## config.mk

```make
export PLATFORM = sky130hd
export DESIGN_NAME = id_hazard_unit
export DESIGN_NICKNAME = d
export VERILOG_FILES = /design/src/rtl/id_hazard_unit.sv
export SDC_FILE = /design/constraint.sdc
export NUM_CORES = 1
export LEC_CHECK = 0
export ABC_AREA = 0
export BUFFER_PORTS_ARGS = -buffer_cell sky130_fd_sc_hd__buf_2
export CELL_PAD_IN_SITES_DETAIL_PLACEMENT = 0
export CELL_PAD_IN_SITES_GLOBAL_PLACEMENT = 2
export CORE_UTILIZATION = 30
export CTS_BUF_LIST = sky130_fd_sc_hd__clkbuf_4 sky130_fd_sc_hd__clkbuf_8
export CTS_CLUSTER_SIZE = 8
export DETAILED_ROUTE_END_ITERATION = 16
export GPL_TIMING_DRIVEN = 0
export PLACE_DENSITY = 0.84
export SLEW_MARGIN = 10
export SYNTH_ARGS = -nofsm -noshare
export SYNTH_HDL_FRONTEND = slang
export SYNTH_SLANG_ARGS = --single-unit
export TNS_END_PERCENT = 50
```

## constraint.sdc

```tcl
create_clock -name Clk -period 2.35 [get_ports Clk]
set_input_delay 0.1175 -clock Clk [delete_from_list [all_inputs] [get_ports Clk]]
set_output_delay 0.1175 -clock Clk [all_outputs]
set_load 0.02 [all_outputs]
```

## src/rtl/id_hazard_unit.sv

```systemverilog
// ID-stage hazard controller: load-use stalls, branch wait/squash
// sequencing and a saturating bubble counter.
module id_hazard_unit #(
  parameter int BR_LAT = 2,
  parameter int CNT_W  = 16
) (
  input  logic             Clk,
  input  logic             Reset_n,
  input  logic [5:0]       Opcode_ID,
  input  logic [4:0]       Rs_ID,
  input  logic [4:0]       Rt_ID,
  input  logic             MemRead_EX,
  input  logic [4:0]       Rt_EX,
  input  logic             Branch_Taken_MEM,
  output logic             PCWrite,
  output logic             IF_ID_Write,
  output logic             IF_Flush,
  output logic             ID_Control_NOP,
  output logic             ID_EX_Flush,
  output logic [CNT_W-1:0] Stall_Count
);

  localparam logic [5:0] OP_RTYPE = 6'b000000;
  localparam logic [5:0] OP_LW    = 6'b100011;
  localparam logic [5:0] OP_SW    = 6'b101011;
  localparam logic [5:0] OP_BEQ   = 6'b000100;
  localparam logic [5:0] OP_JUMP  = 6'b000010;

  localparam logic [2:0] WAIT_INIT = 3'(BR_LAT - 1);

  typedef enum logic {
    RUN,
    BR_WAIT
  } state_t;

  state_t           state_q;
  state_t           state_d;
  logic [2:0]       wait_q;
  logic [2:0]       wait_d;
  logic [CNT_W-1:0] cnt_q;

  logic is_rtype;
  logic is_lw;
  logic is_sw;
  logic is_beq;
  logic is_jump;
  logic rs_used;
  logic rt_used;
  logic rs_hit;
  logic rt_hit;
  logic lu;
  logic bubble;

  assign is_rtype = (Opcode_ID == OP_RTYPE);
  assign is_lw    = (Opcode_ID == OP_LW);
  assign is_sw    = (Opcode_ID == OP_SW);
  assign is_beq   = (Opcode_ID == OP_BEQ);
  assign is_jump  = (Opcode_ID == OP_JUMP);

  assign rs_used = is_rtype | is_lw | is_sw | is_beq;
  assign rt_used = is_rtype | is_sw | is_beq;

  assign rs_hit = rs_used && (Rs_ID == Rt_EX);
  assign rt_hit = rt_used && (Rt_ID == Rt_EX);

  // r0 is hardwired, so a load "into" it never creates a dependency
  assign lu = MemRead_EX && (Rt_EX != 5'd0) && (rs_hit || rt_hit);

  always_ff @(posedge Clk or negedge Reset_n) begin
    if (!Reset_n) begin
      state_q <= RUN;
      wait_q  <= 3'd0;
    end else begin
      state_q <= state_d;
      wait_q  <= wait_d;
    end
  end

  always_comb begin
    state_d     = state_q;
    wait_d      = wait_q;
    PCWrite     = 1'b1;
    IF_ID_Write = 1'b1;
    IF_Flush    = 1'b0;
    bubble      = 1'b0;
    if (!Reset_n) begin
      state_d     = RUN;
      wait_d      = 3'd0;
      PCWrite     = 1'b0;
      IF_ID_Write = 1'b0;
      bubble      = 1'b1;
    end else begin
      unique case (state_q)
        RUN: begin
          if (lu) begin
            PCWrite     = 1'b0;
            IF_ID_Write = 1'b0;
            bubble      = 1'b1;
          end else if (is_jump) begin
            IF_Flush = 1'b1;
          end else if (is_beq) begin
            state_d = BR_WAIT;
            wait_d  = WAIT_INIT;
          end
        end
        BR_WAIT: begin
          if (wait_q != 3'd0) begin
            PCWrite     = 1'b0;
            IF_ID_Write = 1'b0;
            bubble      = 1'b1;
            wait_d      = wait_q - 3'd1;
          end else begin
            state_d = RUN;
            // taken: squash both the wrong-path fetch and the held ID slot
            if (Branch_Taken_MEM) begin
              IF_Flush = 1'b1;
              bubble   = 1'b1;
            end
          end
        end
        default: begin
          state_d = RUN;
          wait_d  = 3'd0;
        end
      endcase
    end
  end

  assign ID_Control_NOP = bubble;
  assign ID_EX_Flush    = bubble;

  always_ff @(posedge Clk or negedge Reset_n) begin
    if (!Reset_n) begin
      cnt_q <= '0;
    end else if (ID_EX_Flush && (cnt_q != '1)) begin
      cnt_q <= cnt_q + 1'b1;
    end
  end

  assign Stall_Count = cnt_q;

endmodule

```

# --- After elaboration in Yosys (flattened, before gate mapping) ---
# Index checks and enable logic that the tools add are counted.
op_classes:
  add_sub_neg: 2
  eq_ne: 11
  mux: 26
  bitwise: 6
  reduce_logical: 10
ops:
  columns: ["operator", "count"]
  rows:
  - ["16-bit by 1-bit adder with 16-bit output (second input constant)", 1]
  - ["1-bit 2-to-1 mux", 16]
  - ["16-bit inequality test (second input constant)", 1]
  - ["3-bit 2-to-1 mux", 5]
  - ["6-bit == test (second input constant)", 2]
  - ["5-bit == test", 2]
  - ["3-bit inequality test (second input constant)", 3]
  - ["1-bit one-hot mux with 2 select lines", 4]
  - ["6-bit by 2-bit == test with 1-bit output (second input constant)", 1]
  - ["6-bit by 3-bit == test with 1-bit output (second input constant)", 1]
  - ["6-bit zero test", 1]
  - ["3-bit one-hot mux with 2 select lines", 1]
  - ["1-bit logical AND", 5]
  - ["1-bit OR", 5]
  - ["5-bit nonzero test", 1]
  - ["4-bit AND reduction", 1]
  - ["3-bit by 2-bit inequality test with 1-bit output (second input constant)", 1]
  - ["3-bit nonzero test", 1]
  - ["3-bit by 1-bit subtractor with 3-bit output (second input constant)", 1]
  - ["1-bit logical OR", 1]
  - ["1-bit inverter", 1]
totals:
  regBits: 20
  in_bits: 25
  out_inout_bits: 21
  elab_cells: 58

# --- Depth between registers and ports, before layout ---
# Gate-level depths: netlist of the first run.
logic_depth:
  ltp_word: 11
  mapped_depth: 9
  mapped_depth_nobuf: 8

# --- Worst setup path after synthesis of the first run ---
# OpenSTA, ideal clock, no wires.
synth_timing:
  path_kind: "reg2reg"
  from: "reg cnt_q[0], in the netlist Stall_Count[0]"
  to: "reg cnt_q[1], in the netlist Stall_Count[1]"
  setup_time_ns: 0.125
  arrival_ns: 2.083
  required_ns: 2.225
  setup_slack_ns: 0.142
  stages_incl_launch_ff: 8
  path_buffers: 1
  period_less_slack_ns: 2.208
  path_cell_list: "dfrtp_1 ha_1 nand3_2 or3_4 or3_1 buf_2 nand2_1 mux2_2"
synth_via:
  elab_chain_len: 2
  elab_cells_between_ends: 3
  classes_between: "add/sub: 1; eq/ne: 1; reduce/logical: 1"
synth_lines:
  columns: ["item", "line_no", "rtl"]
  rows:
  - ["start, declared", "40", "logic [CNT_W-1:0] cnt_q;"]
  - ["start signal, assigned", "136", "cnt_q <= cnt_q + 1'b1;"]
  - ["branches (longest 2 deep; another with 16-bit by 1-bit adder with 16-bit output)", null, null]
# Parallel ways; which one is timed is not known.
# A chain may end at the register's enable or synchronous reset.

# --- Worst setup path in the final report of the first run ---
# Same ends and word-level chain as after synthesis.

==> results.toml, run 1 <==
[synth]
synth_top_family_by_area = "simple AND/OR/NAND/NOR gates"
synthesis.nets = 163
synth_cell_types = 39
ys_warn_count = 0
synth_compound_area_frac = 0.101
syn_area_um2 = 1300
synth_edf_count = 0
yosys.area_share.adder = 0.0289
yosys_most_used_dff = "dfrtp_1"
synth-seq-cells = 20
synth-simple-area-share = 0.255
ys_async_sr_fraction = 1.00
muxShareOfSynthArea = 0.0164
synth_xor_area_frac = 0.169
synthCells = 135
ys_seq_area_frac = 0.385
avgSynthCellArea_um2 = 9.62

[floorplan]
coreArea_um2 = 4090
pin_count = 46
dieHeight_um = 67.8
die-area_um2 = 4600
initial_core_util = 0.318
rows = 23
die_w_um = 67.8

[layout]
finalInstanceArea_um2 = 1670
multi_input_area_um2 = 744
layout_commonest_cell = "buf_2"
mostFrequentLayoutCells = "buf_2 (46), dfrtp_1 (20), xnor2_1 (20)"
area_growth_pct = 28.7
layout.cells.non_filler = 235
diodes = 0
nets = 214
fillers = 414
final_util = 0.409
register_area_um2 = 500
drive_gt1_frac = 0.341

[routing]
postRouteAntennaNets = 0
routed_wl_mm = 2.90
drcViolationCount = 0
wire_per_inst_um = 12.3
vias = 1164
firstDrtPassIters = 4
viasPerCell = 4.95
drtIter0Drc = 53

[global_routing]
grt.total_usage = 0.141
antenna_found_initial = 0
gr-total-overflow = 0
grt_max_degree = 21
grt_pass1_vias = 1157
grt_pass1_wl_mm = 4.90

[clock_network]
post-cts-setup-buffers = 0
cts.sinks = 20
clk_latency_ns = 0.26
clk_pin_slew_ns = 0.08
clock_path_buffers = 2
h-tree-depth = 1
cts_buffers = 3
clockRootBuffer = "clkbuf_8"
cts_tree = "done"

[run_status]
status = "completed"

[flow_run]
cap_violations = 0

[timing]
rsz0062_at_grt = "no"
fin_setup_tns_ns = 0
period_needed_ns = 2.23
relSlewSlack = 0.375
hold_violations = 0
tightest_slew_ns = 0.934
whs_ns = 0.183
finClkSkew_ns = 0.00404
slew_viol_final = 0
fmax_mhz = 448
min_period_over_period = 0.950
setup_viol = 0

[placed_design]
port_buffers = 45
place_hpwl_mm = 2.22
gp_congestion = 0.721
placed_area_um2 = 1590
placed_cells = 230

[pwr]
vdd_drop_max_v = 0.000243
power_density_nw_per_um2 = 710
p_leak_nw = 0.727

[setup_path]
start_kind = "register"
cp_max_fo = 5
cp.arrival_ns = 2.39
cp.required_ns = 2.50
critPathKind = "reg2reg"
end_kind = "register"

[min_path]
hold_class = "in2reg"
## metal layers
layer  vias to the layer above  wire length, µm  track usage
met5                         -                0            0
met4                         0               39       0.0469
met2                        50             1360        0.252
met3                         5              186       0.0220
li1                        582                -            -
met1                       527             1320        0.170
## final cells by class
type                            instances  area share
Buffer                                  5      0.0232
Tap cell                               50      0.0374
Multi-Input combinational cell        105       0.445
Inverter                                5      0.0112
Sequential cell                        20       0.299
Timing Repair Buffer                   46       0.141
Clock buffer                            3      0.0247
Clock inverter                          1      0.0180
## synth_stat cells (all sizes together), types with 3 or more instances
master / number / area, µm²
xnor2: 20 / 175
nor2: 7 / 26.3
dfrtp: 20 / 500
inv: 5 / 18.8
nor4: 5 / 31.3
nand2: 8 / 30.0
xor2: 5 / 43.8
buf: 5 / 38.8
ha: 3 / 37.5
nand3: 17 / 95.1
nand4: 5 / 31.3
nor3: 3 / 15.0
o21ai: 3 / 15.0
## worst max-delay path: stages, from the launching register on
cell,delay (ns)
dfrtp_1,0.43
ha_1,0.24
nand3_2,0.10
or3_4,0.41
or3_1,0.33
buf_2,0.16
nand2_1,0.11
mux2_2,0.33
## what timing repair did
action	in CTS	in global routing
endpoints found under the setup margin	1	1
gates resized for setup	1	1
gates cloned	0	0
endpoints found under the hold margin	20	0
hold buffers	1	0
## final timing paths
path | from | to | slack [ns] | depth (start not counted)
setup / recovery | Stall_Count[0] | Stall_Count[1] | 0.12 | 7
hold / removal | Reset_n | state_q | 0.18 | 2
setup reg to reg | Stall_Count[0] | Stall_Count[1] | 0.12 | 7
hold reg to reg | Stall_Count[9] | Stall_Count[9] | 0.50 | 1
max in group asynchronous | Reset_n | state_q | 1.13 | 2
min in group asynchronous | Reset_n | Stall_Count[9] | 0.65 | 2
## kinds of logic (layout without fill, tap and decap cells)
group,after synthesis,in the layout
flip-flops,20,20
AO/OA/AOI/OAI,17,17
buffers and inverters,10,60
AND/OR/NAND/NOR,58,58
adder cells (fa/ha/maj),3,3
XOR/XNOR,25,25
multiplexers,2,2
## registers in the layout, summed over array words and instances (netlist names)
| signal | flops |
|---|---|
| Stall_Count | 16 |
| state_q | 1 |
| wait_q | 3 |
## power by group
part           total (mW)  switching, mW  leakage (nW)  internal (mW)
logic               0.360          0.198         0.426          0.162
registers           0.479         0.0760         0.265          0.403
clock network       0.348          0.120        0.0357          0.227
## through the flow
stage / power (mW) / worst slack, ns
2_1_floorplan: 0.714 / 0.142
3_3_place_gp: 0.841 / 0.155
3_5_place_dp: 0.847 / 0.159
4_1_cts: 1.20 / 0.0842
5_1_grt: 1.27 / 0.0146
6_report: 1.19 / 0.117
No activity file was read; power rests on OpenSTA's default activity.
==> inputs of run 2 (changes only) <==
--- a/config.mk
+++ b/config.mk
@@ -9,12 +9,12 @@
 export BUFFER_PORTS_ARGS = -buffer_cell sky130_fd_sc_hd__buf_2
 export CELL_PAD_IN_SITES_DETAIL_PLACEMENT = 0
 export CELL_PAD_IN_SITES_GLOBAL_PLACEMENT = 2
-export CORE_UTILIZATION = 30
-export CTS_BUF_LIST = sky130_fd_sc_hd__clkbuf_4 sky130_fd_sc_hd__clkbuf_8
+export CORE_UTILIZATION = 29
+export CTS_BUF_LIST = sky130_fd_sc_hd__clkbuf_16
 export CTS_CLUSTER_SIZE = 8
 export DETAILED_ROUTE_END_ITERATION = 16
 export GPL_TIMING_DRIVEN = 0
-export PLACE_DENSITY = 0.84
+export PLACE_DENSITY = 0.82
 export SLEW_MARGIN = 10
 export SYNTH_ARGS = -nofsm -noshare
 export SYNTH_HDL_FRONTEND = slang
==> run 2 against run 1 <==
  * Setup slack gained 0.047 ns
  * Power grew 0.50%
  * Design area grew 0.45%
  * Clock power is essentially flat
  * Clock skew shrank 0.0022 ns
  * Sequential share of layout area shrank 0.13 points
  * Critical path type unchanged
  * Critical endpoint unchanged
  * Highest routed layer unchanged
==> results.toml, run 2 (same netlist as run 1, synthesis figures left out) <==
[setup_path]
end_kind = "register"
cp.arrival_ns = 2.32
critPathKind = "reg2reg"
start_kind = "register"
r2r_cells = 7
r2r-end = "Stall_Count[1]"
rrSetupSlack_ns = 0.16
rr_startpoint = "Stall_Count[0]"
cp.required_ns = 2.49
cp_max_fo = 5

[clock_network]
cts_tree = "done"
clockRootBuffer = "clkbuf_16"
clk_pin_slew_ns = 0.05
h-tree-depth = 1
clock_path_buffers = 2
clk_latency_ns = 0.25
cts.sinks = 20
cts_buffers = 3

[timing]
period_needed_ns = 2.19
hold_violations = 0
fmax_mhz = 458
whs_ns = 0.185
relSlewSlack = 0.381
tightest_slew_ns = 0.926
rsz0062_at_grt = "no"
min_period_over_period = 0.930
slew_viol_final = 0
final_critical_path_setup_slack_ns = 0.165
fin_setup_tns_ns = 0
setup_viol = 0
finClkSkew_ns = 0.00187

[layout]
area_growth_pct = 29.3
drive_gt1_frac = 0.335
nets = 214
layout_commonest_cell = "buf_2"
diodes = 0
final_util = 0.405
mostFrequentLayoutCells = "buf_2 (46), dfrtp_1 (20), xnor2_1 (20)"
largest_register_ffs = 16
fillers = 431

[floorplan]
initial_core_util = 0.313
die_w_um = 68.9
coreArea_um2 = 4140
die-area_um2 = 4750
pin_count = 46
dieHeight_um = 68.9
rows = 23

[global_routing]
grt.total_usage = 0.144
antenna_found_initial = 0
grt_pass1_wl_mm = 5.06
grt_pass1_vias = 1134
grt_max_degree = 21
gr-total-overflow = 0

[routing]
drcViolationCount = 0
viasPerCell = 5.02
vias = 1180
drtIter0Drc = 51
routed_wl_mm = 3.02
postRouteAntennaNets = 0
wire_per_inst_um = 12.9
firstDrtPassIters = 4

[pwr]
p_leak_nw = 0.730
vdd_drop_max_v = 0.000266
power_mw = 1.19
power_density_nw_per_um2 = 710

[placed_design]
port_buffers = 45
place_hpwl_mm = 2.30
preCtsSetupSlack_ns = 0.148
gp_congestion = 0.797

[run_status]
status = "completed"

[min_path]
hold_class = "in2reg"
hold_start = "Reset_n"
hold_depth = 2
whs_endpoint = "wait_q[2]"

[flow_run]
cap_violations = 0
[run 2: worst max-delay path, cell delays in order (launching register included)]
cell	delay, ns
dfrtp_1	0.41
ha_1	0.24
nand3_2	0.11
or3_4	0.41
or3_1	0.31
buf_2	0.15
nand2_1	0.10
mux2_2	0.33
[run 2: metrics by stage]
| stage | cell area [µm²] | instances |
|---|---|---|
| after floorplan | 1300 | 135 |
| after global placement | 1590 | 230 |
| after detailed placement | 1590 | 230 |
| after CTS | 1680 | 235 |
| final | 1680 | 235 |
| after global routing | 1680 | 235 |
[run 2: what timing repair did]
| item | in CTS | in global routing |
|---|---|---|
| endpoints found under the setup margin | 1 | 0 |
| hold buffers | 1 | 0 |
| endpoints found under the hold margin | 20 | 0 |
| setup buffers | 0 | 0 |
| gates resized for setup | 2 | 0 |
[run 2: final cells by class]
type / instances / area, µm² / area share
clock buffer: 3 / 75.1 / 0.0447
buffer: 5 / 38.8 / 0.0231
sequential: 20 / 500 / 0.298
clock inverter: 1 / 3.75 / 0.00224
multi-input combinational: 105 / 744 / 0.443
tap: 50 / 62.6 / 0.0373
inverter: 5 / 18.8 / 0.0112
timing repair buffer: 46 / 235 / 0.140
[run 2: power by group]
part | total [mW] | internal, mW | switching [mW]
logic | 0.362 | 0.162 | 0.200
clock network | 0.349 | 0.226 | 0.123
registers | 0.481 | 0.404 | 0.0769
[run 2: worst max path at each step]
stage | from | to | slack, ns | cells after the start
floorplan | Stall_Count[0] | Stall_Count[1] | 0.14 | 7
global placement | Stall_Count[0] | Stall_Count[1] | 0.16 | 7
detailed placement | Stall_Count[0] | Stall_Count[1] | 0.15 | 7
CTS | Stall_Count[0] | Stall_Count[1] | 0.14 | 7
global route | wait_q[0] | ID_EX_Flush | 0.01 | 9
finish | Stall_Count[0] | Stall_Count[1] | 0.16 | 7
[run 2: metal layers]
metal | vias to the layer above | routed length [µm] | part of all wire | track usage
met4 | 0 | 21 | 0.0070 | 0.0536
met1 | 551 | 1410 | 0.47 | 0.187
met2 | 44 | 1410 | 0.47 | 0.235
met3 | 2 | 179 | 0.059 | 0.0280
met5 | - | 0 | 0 | 0
li1 | 583 | - | - | -
